<file path="src/rtl/writeback_arbiter.sv">
// Write-side master for the register file. Merges ALU results and load
// results into a single registered write port, at most one write per cycle.
// ALU results win unless the load FIFO is full; loads drain in arrival order.
// Optional feature macro: WB_BYPASS_EN adds decode-side forwarding hit flags.
module writeback_arbiter #(
    parameter int unsigned DWIDTH = 32,
    parameter int unsigned DEPTH  = 4
) (
    input  logic                       clk,
    input  logic                       rst,
    input  logic                       alu_valid_i,
    input  logic [4:0]                 alu_rd_i,
    input  logic [DWIDTH-1:0]          alu_data_i,
    output logic                       alu_ready_o,
    input  logic                       ld_valid_i,
    input  logic [4:0]                 ld_rd_i,
    input  logic [DWIDTH-1:0]          ld_data_i,
    output logic                       ld_ready_o,
    output logic [4:0]                 rd_o,
    output logic [DWIDTH-1:0]          datawb_o,
    output logic                       regwren_o,
`ifdef WB_BYPASS_EN
    input  logic [4:0]                 rs1_i,
    input  logic [4:0]                 rs2_i,
    output logic                       fwd1_o,
    output logic                       fwd2_o,
`endif
    output logic [$clog2(DEPTH):0]     fifo_count_o
);

    localparam int unsigned PW = $clog2(DEPTH);
    localparam int unsigned CW = PW + 1;

    logic [PW-1:0]     wr_ptr_q, rd_ptr_q;
    logic [CW-1:0]     count_q, count_d;
    logic [4:0]        mem_rd_q   [DEPTH];
    logic [DWIDTH-1:0] mem_data_q [DEPTH];

    logic              full, empty;
    logic              push, pop, alu_issue, issue;
    logic [4:0]        issue_rd;
    logic [DWIDTH-1:0] issue_data;

    // Issue selection: a full FIFO preempts the ALU so loads cannot starve.
    always_comb begin
        full        = (count_q == CW'(DEPTH));
        empty       = (count_q == '0);
        ld_ready_o  = !full;
        alu_ready_o = !full;
        push        = ld_valid_i && !full;
        alu_issue   = alu_valid_i && !full;
        pop         = full || (!alu_valid_i && !empty);
        issue       = pop || alu_issue;
        issue_rd    = alu_rd_i;
        issue_data  = alu_data_i;
        if (pop) begin
            issue_rd   = mem_rd_q[rd_ptr_q];
            issue_data = mem_data_q[rd_ptr_q];
        end
        // Push is never allowed when full, so push and pop together keep count.
        count_d = count_q;
        if (push && !pop) begin
            count_d = count_q + CW'(1);
        end else if (pop && !push) begin
            count_d = count_q - CW'(1);
        end
        fifo_count_o = count_q;
    end

    // FIFO pointers, occupancy and the registered write port.
    always_ff @(posedge clk or posedge rst) begin
        if (rst) begin
            wr_ptr_q  <= '0;
            rd_ptr_q  <= '0;
            count_q   <= '0;
            rd_o      <= '0;
            datawb_o  <= '0;
            regwren_o <= 1'b0;
        end else begin
            count_q <= count_d;
            if (push) begin
                wr_ptr_q <= wr_ptr_q + PW'(1);
            end
            if (pop) begin
                rd_ptr_q <= rd_ptr_q + PW'(1);
            end
            // x0 writes are consumed but never enabled.
            regwren_o <= issue && (issue_rd != 5'd0);
            if (issue) begin
                rd_o     <= issue_rd;
                datawb_o <= issue_data;
            end
        end
    end

    // FIFO storage; contents are don't-care after reset so no reset is applied.
    always_ff @(posedge clk) begin
        if (push) begin
            mem_rd_q[wr_ptr_q]   <= ld_rd_i;
            mem_data_q[wr_ptr_q] <= ld_data_i;
        end
    end

`ifdef WB_BYPASS_EN
    // Read hits the write currently on the register-file port.
    always_comb begin
        fwd1_o = regwren_o && (rd_o == rs1_i) && (rs1_i != 5'd0);
        fwd2_o = regwren_o && (rd_o == rs2_i) && (rs2_i != 5'd0);
    end
`endif

endmodule

</file>
<file path="config.mk">
export PLATFORM = sky130hd
export DESIGN_NAME = writeback_arbiter
export DESIGN_NICKNAME = d
export VERILOG_FILES = /design/src/rtl/writeback_arbiter.sv
export SDC_FILE = /design/constraint.sdc
export NUM_CORES = 1
export LEC_CHECK = 0
export CORE_AREA = 2 2 176 178
export CTS_BUF_LIST = sky130_fd_sc_hd__clkbuf_8
export DETAILED_ROUTE_END_ITERATION = 6
export DIE_AREA = 0 0 178 180
export SLEW_MARGIN = 25
export SYNTH_ARGS = -nofsm -noshare
export SYNTH_HDL_FRONTEND = slang
export SYNTH_SLANG_ARGS = --single-unit
</file>
<file path="constraint.sdc">
create_clock -name clk -period 2.85 [get_ports clk]
set_input_delay 0.7125 -clock clk [delete_from_list [all_inputs] [get_ports clk]]
set_output_delay 0.7125 -clock clk [all_outputs]
set_load 0.01 [all_outputs]
</file>
=== Yosys cells after proc, flatten, opt, wreduce, memory -nomap -nowiden ===
Memory sizes are Yosys's and may differ from the RTL's.
Index checks and enable logic that the tools add are counted.

* Bits in writable memories: 148
* Input port bits: 78
* Bits in registers: 45
* Memories: 2

{| class="wikitable"
|+ Memory list
! name !! words !! bits a word !! rd ports !! clocked after Yosys merged registers in !! write ports !! line !! RTL
|-
| mem_data_q || 4 || 32 || 1 || 0 || 1 || 37 || <nowiki>logic [DWIDTH-1:0] mem_data_q [DEPTH];</nowiki>
|-
| mem_rd_q || 4 || 5 || 1 || 0 || 1 || 36 || <nowiki>logic [4:0] mem_rd_q [DEPTH];</nowiki>
|}

* Reduce and logical (&&, ||, !) cells: 16
* $add $sub $neg: 4
* Equality and inequality tests: 1
* Muxes and demuxes: 6

{| class="wikitable"
|+ Operators by type and width
! operator !! number
|-
| 32-bit 2-to-1 mux || 1
|-
| 1-bit logical AND || 6
|-
| 3-bit 2-to-1 mux || 2
|-
| 1-bit zero test || 5
|-
| 5-bit 2-to-1 mux || 1
|-
| 5-bit nonzero test || 1
|-
| 2-bit by 1-bit adder with 2-bit output (second input constant) || 2
|-
| 3-bit by 1-bit adder with 3-bit output (second input constant) || 1
|-
| 3-bit equality test (second input constant) || 1
|-
| 3-bit zero test || 1
|-
| 3-bit by 1-bit subtractor with 3-bit output (second input constant) || 1
|-
| 1-bit logical OR || 2
|-
| 1-bit 2-to-1 mux || 2
|-
| 2-bit nonzero test || 1
|}

=== Depth between registers and ports, before layout ===
* Word-level depth: 7
* Mapped depth: 12

=== Worst setup path before layout ===
OpenSTA, ideal clock, no wires.

* Path kind: input -> register
* Start: input port alu_valid_i
* End: register count_q[2], in the netlist fifo_count_o[2]
* Path slack: 0.305 ns
* Library setup time: 0.079 ns
* Arrival time: 2.466 ns
* Path buffers: 3
* Stages: 12
* Cell sequence: buf_2 -> o21ai_1 -> and2_1 -> buf_6 -> clkinv_4 -> buf_6 -> ha_1 -> inv_1 -> fa_1 -> xor2_1 -> nor2_1 -> xor2_1

* Cells in the longest elaborated chain, start to end: 6
* Elaborated cells between the ends (all ways): 8
* Classes of those cells: 1 x mux; 7 x reduce/logical

{| class="wikitable"
|+ RTL lines
! what !! line !! RTL
|-
| from (decl) || 11 || <nowiki>input logic alu_valid_i,</nowiki>
|-
| 1-bit zero test (*) || 52 || <nowiki>pop = full || (!alu_valid_i && !empty);</nowiki>
|-
| 1-bit logical AND (*) || 52 ||
|-
| 1-bit logical OR (*) || 52 ||
|-
| 1-bit zero test || 62 || <nowiki>if (push && !pop) begin</nowiki>
|-
| 1-bit logical AND || 62 ||
|-
| 3-bit 2-to-1 mux / 2-bit nonzero test (equally long branches) || -- ||
|-
| to (signal assigned) || 80 || <nowiki>count_q <= count_d;</nowiki>
|-
| to (decl) || 35 || <nowiki>logic [CW-1:0] count_q, count_d;</nowiki>
|}

Every way passes the cells marked *; elsewhere a longest branch is shown, timed or not.
A chain may end at the register's enable or synchronous reset.

=== Worst setup path in the final report ===
* Start: register count_q[0], in the netlist fifo_count_o[0]
* End: output port ld_ready_o

* Cells in the longest elaborated chain, start to end: 2

{| class="wikitable"
|+ RTL lines
! what !! line !! RTL
|-
| 3-bit equality test || 46 || <nowiki>full = (count_q == CW'(DEPTH));</nowiki>
|-
| 1-bit zero test || 48 || <nowiki>ld_ready_o = !full;</nowiki>
|-
| to (decl) || 18 || <nowiki>output logic ld_ready_o,</nowiki>
|}

No other way between the ends.

==> impl_metrics.env <==
export IMPL_outcome="completed"
export IMPL_fin_hold_ws_ps=499
export IMPL_design_core_area_um2=30200
export IMPL_io_pins=121
export IMPL_postCtsSetupBuffers=0
export IMPL_grt_pass1_wl_mm=26.8
export IMPL_io_buffers=120
export IMPL_period_share_pct=90.3
export IMPL_yosys_area_top_type="edfxtp_1"
export IMPL_die_area_um2=32000
export IMPL_synth_top_family_by_area="multiplexers"
export IMPL_vias=4084
export IMPL_cts_htree_levels=4
export IMPL_crit_type="reg2out"
export IMPL_regToRegSetupSlack_ps=350
export IMPL_worst_pin_slew_ps=615
export IMPL_antenna_left=0
export IMPL_clock_latency_ps=460
export IMPL_powerDensity_nw_per_um2=956
export IMPL_vias_per_cell=4.34
export IMPL_drt_first_pass_iters=4
export IMPL_synth_top_area_share_pct=59.5
export IMPL_slew_headroom_pct=58.7
export IMPL_syn_nets=487
export IMPL_cts_buffer_depth=2
export IMPL_fin_ws_ps=276
export IMPL_finalSetupViolations=0
export IMPL_timing_fmax_ghz=0.388
export IMPL_synthCells=403
export IMPL_overflow=0
export IMPL_synth_xor_area_share_pct=0.703
export IMPL_period_needed_ps=2570
export IMPL_area_growth_pct=28.3
export IMPL_start_util_pct=24.7
export IMPL_drt_initial_drc_count=222
export IMPL_max_vdd_ir_drop_uv=314
export IMPL_path_max_fanout=7
export IMPL_n_fill_cell=2986
export IMPL_clk_transition_reported_paths_ps=110
export IMPL_ys_ff_latch=193
export IMPL_netlist_area_um2=7470
export IMPL_antenna_found_initial=2
export IMPL_layout_nets=615
export IMPL_ys_warn_count=0
export IMPL_r2r_start="fifo_count_o[0]"
export IMPL_place_area_um2=9200
export IMPL_p_leak_nw=3.31
export IMPL_pre_cts_ws_ps=239
export IMPL_dp_hpwl_mm=10.7
export IMPL_slew_viol_final=0
export IMPL_cts_resized_gates=0
export IMPL_ys_flop_type="edfxtp_1"
export IMPL_remaining_drc_errors=0
export IMPL_clockRootBuffer="clkbuf_8"
export IMPL_postSynthAreaPerCell_um2=18.5
export IMPL_reg2regPathDepth=9
export IMPL_synth_cells_most_frequent="edfxtp_1, nand2_1, dfrtp_1"
export IMPL_skew_ps=14.2
export IMPL_row_count=64
export IMPL_hold_start="datawb_o[23]"
export IMPL_yosysUniqueCellTypes=30
export IMPL_synth_fa_ha_area_share_pct=1.11
export IMPL_hold_buffers=0
export IMPL_gp_congestion=0.683
export IMPL_hold_path_depth=2
export IMPL_hold_path_class="reg2reg"
export IMPL_hold_viol_final=0
export IMPL_die_h_um=180
export IMPL_drive_gt1_share_pct=17.6
export IMPL_synth_compound_area_share_pct=4.74
export IMPL_wirelength_mm=17.6
export IMPL_synthTopCellsByArea="edfxtp_1, dfrtp_1, mux4_2"
export IMPL_whs_endpoint="datawb_o[23]"
export IMPL_required_ps=2140
export IMPL_synth_seq_area_share_pct=74.6
export IMPL_synth_area_mux_share_pct=11.9
export IMPL_cts_tree="done"
export IMPL_yosysMostFrequentCell="edfxtp_1"
export IMPL_grt_total_usage_pct=11.3
export IMPL_cp_end_kind="output port"
export IMPL_yosys_area_share_simple_pct=4.87
export IMPL_async_flop_share_pct=23.3
export IMPL_grt_pass1_vias=4432
export IMPL_arrival_ps=1860
export IMPL_setup_tns_ps=0
export IMPL_synth_edf_count=148
export IMPL_rsz0062_at_grt="no"
export IMPL_grt_max_degree=38
export IMPL_wl_per_cell_um=18.7
export IMPL_startpoint_type="register"
export IMPL_clkSinkCount=193
export IMPL_fin_total_pwr_mw=9.16
export IMPL_cts_buffers=17
export IMPL_die_w_um=178
export IMPL_drv_cap=0
export IMPL_reg2reg_to="fifo_count_o[2]"
export IMPL_stdcell_area_um2=9590
## logic make-up (layout without fill, tap and decap cells)
group | Yosys count | after routing
and+or+nand+nor | 87 | 87
adders and majority gates | 6 | 6
other | 0 | 2
xor gates and xnor gates | 6 | 6
AOI/OAI and AO/OA | 41 | 41
muxes | 42 | 42
DFF | 193 | 193
buffers and inverters | 28 | 169
## registers in the layout, summed over array words and instances (netlist names)
name / count
mem_rd_q: 20
regwren_o: 1
fifo_count_o: 3
rd_o: 5
mem_data_q: 128
datawb_o: 32
wr_ptr_q: 2
rd_ptr_q: 2
## placed cells by master (no fill, tap or decap), types with 2 or more instances in the layout
| cell type | count |
|---|---|
| mux4_2 | 37 |
| inv_1 | 3 |
| mux2i_1 | 3 |
| inv_8 | 4 |
| diode_2 | 2 |
| and3_2 | 4 |
| nand2_1 | 67 |
| inv_6 | 2 |
| clkdlybuf4s50_1 | 119 |
| buf_12 | 5 |
| ha_1 | 5 |
| a32oi_1 | 32 |
| edfxtp_1 | 148 |
| buf_4 | 7 |
| xor2_1 | 2 |
| clkinv_4 | 4 |
| nor2_1 | 9 |
| xnor2_1 | 4 |
| a21oi_1 | 5 |
| dfrtp_1 | 43 |
| mux2_2 | 2 |
| clkinvlp_4 | 4 |
| clkinv_8 | 2 |
| clkbuf_8 | 17 |
## routing by layer
metal  part of all wire (%)  track usage, %
met1                     43            14.2
met2                     50            19.1
met3                    5.6            3.68
met4                   0.68            2.52
met5                      0               0
## power breakdown
part / internal [mW] / total [mW] / switching [mW]
Sequential: 3.83 / 4.19 / 0.362
Combinational: 1.61 / 3.23 / 1.62
Clock: 0.650 / 1.74 / 1.09
Total: 6.09 / 9.16 / 3.07
## worst max-delay path by stage
stage / start / end / slack [ps] / cells past startpoint
2_1_floorplan: alu_valid_i / fifo_count_o[2] / 300 / 12
3_5_place_dp: ld_valid_i / fifo_count_o[2] / 240 / 8
4_1_cts: fifo_count_o[0] / ld_ready_o / 220 / 3
6_report: fifo_count_o[0] / ld_ready_o / 280 / 3
5_1_grt: fifo_count_o[0] / ld_ready_o / 120 / 3
3_3_place_gp: ld_valid_i / fifo_count_o[2] / 260 / 8
## stage by stage
| step | util (%) | instances |
|---|---|---|
| 5_1_grt | 31.7 | 940 |
| 3_3_place_gp | 30.5 | 908 |
| 2_1_floorplan | - | 403 |
| 3_5_place_dp | 30.5 | 908 |
| 6_report | 31.8 | 942 |
| 4_1_cts | 31.7 | 940 |
## cell type report
type | instances | area, um^2 | area share [%]
clock buffer | 17 | 234 | 2.44
tap | 396 | 495 | 5.17
clock inverter | 15 | 151 | 1.58
timing repair buffer | 132 | 1350 | 14.1
antenna | 2 | 5.00 | 0.0522
inverter | 5 | 23.8 | 0.248
multi-input combinational | 182 | 1750 | 18.3
sequential | 193 | 5580 | 58.1
## worst max-delay path, stage by stage (launching register included)
cell,delay [ps]
dfrtp_1,530
nor2_1,110
nand2_1,180
clkdlybuf4s50_1,570
Power figures use the tool's default switching activity.
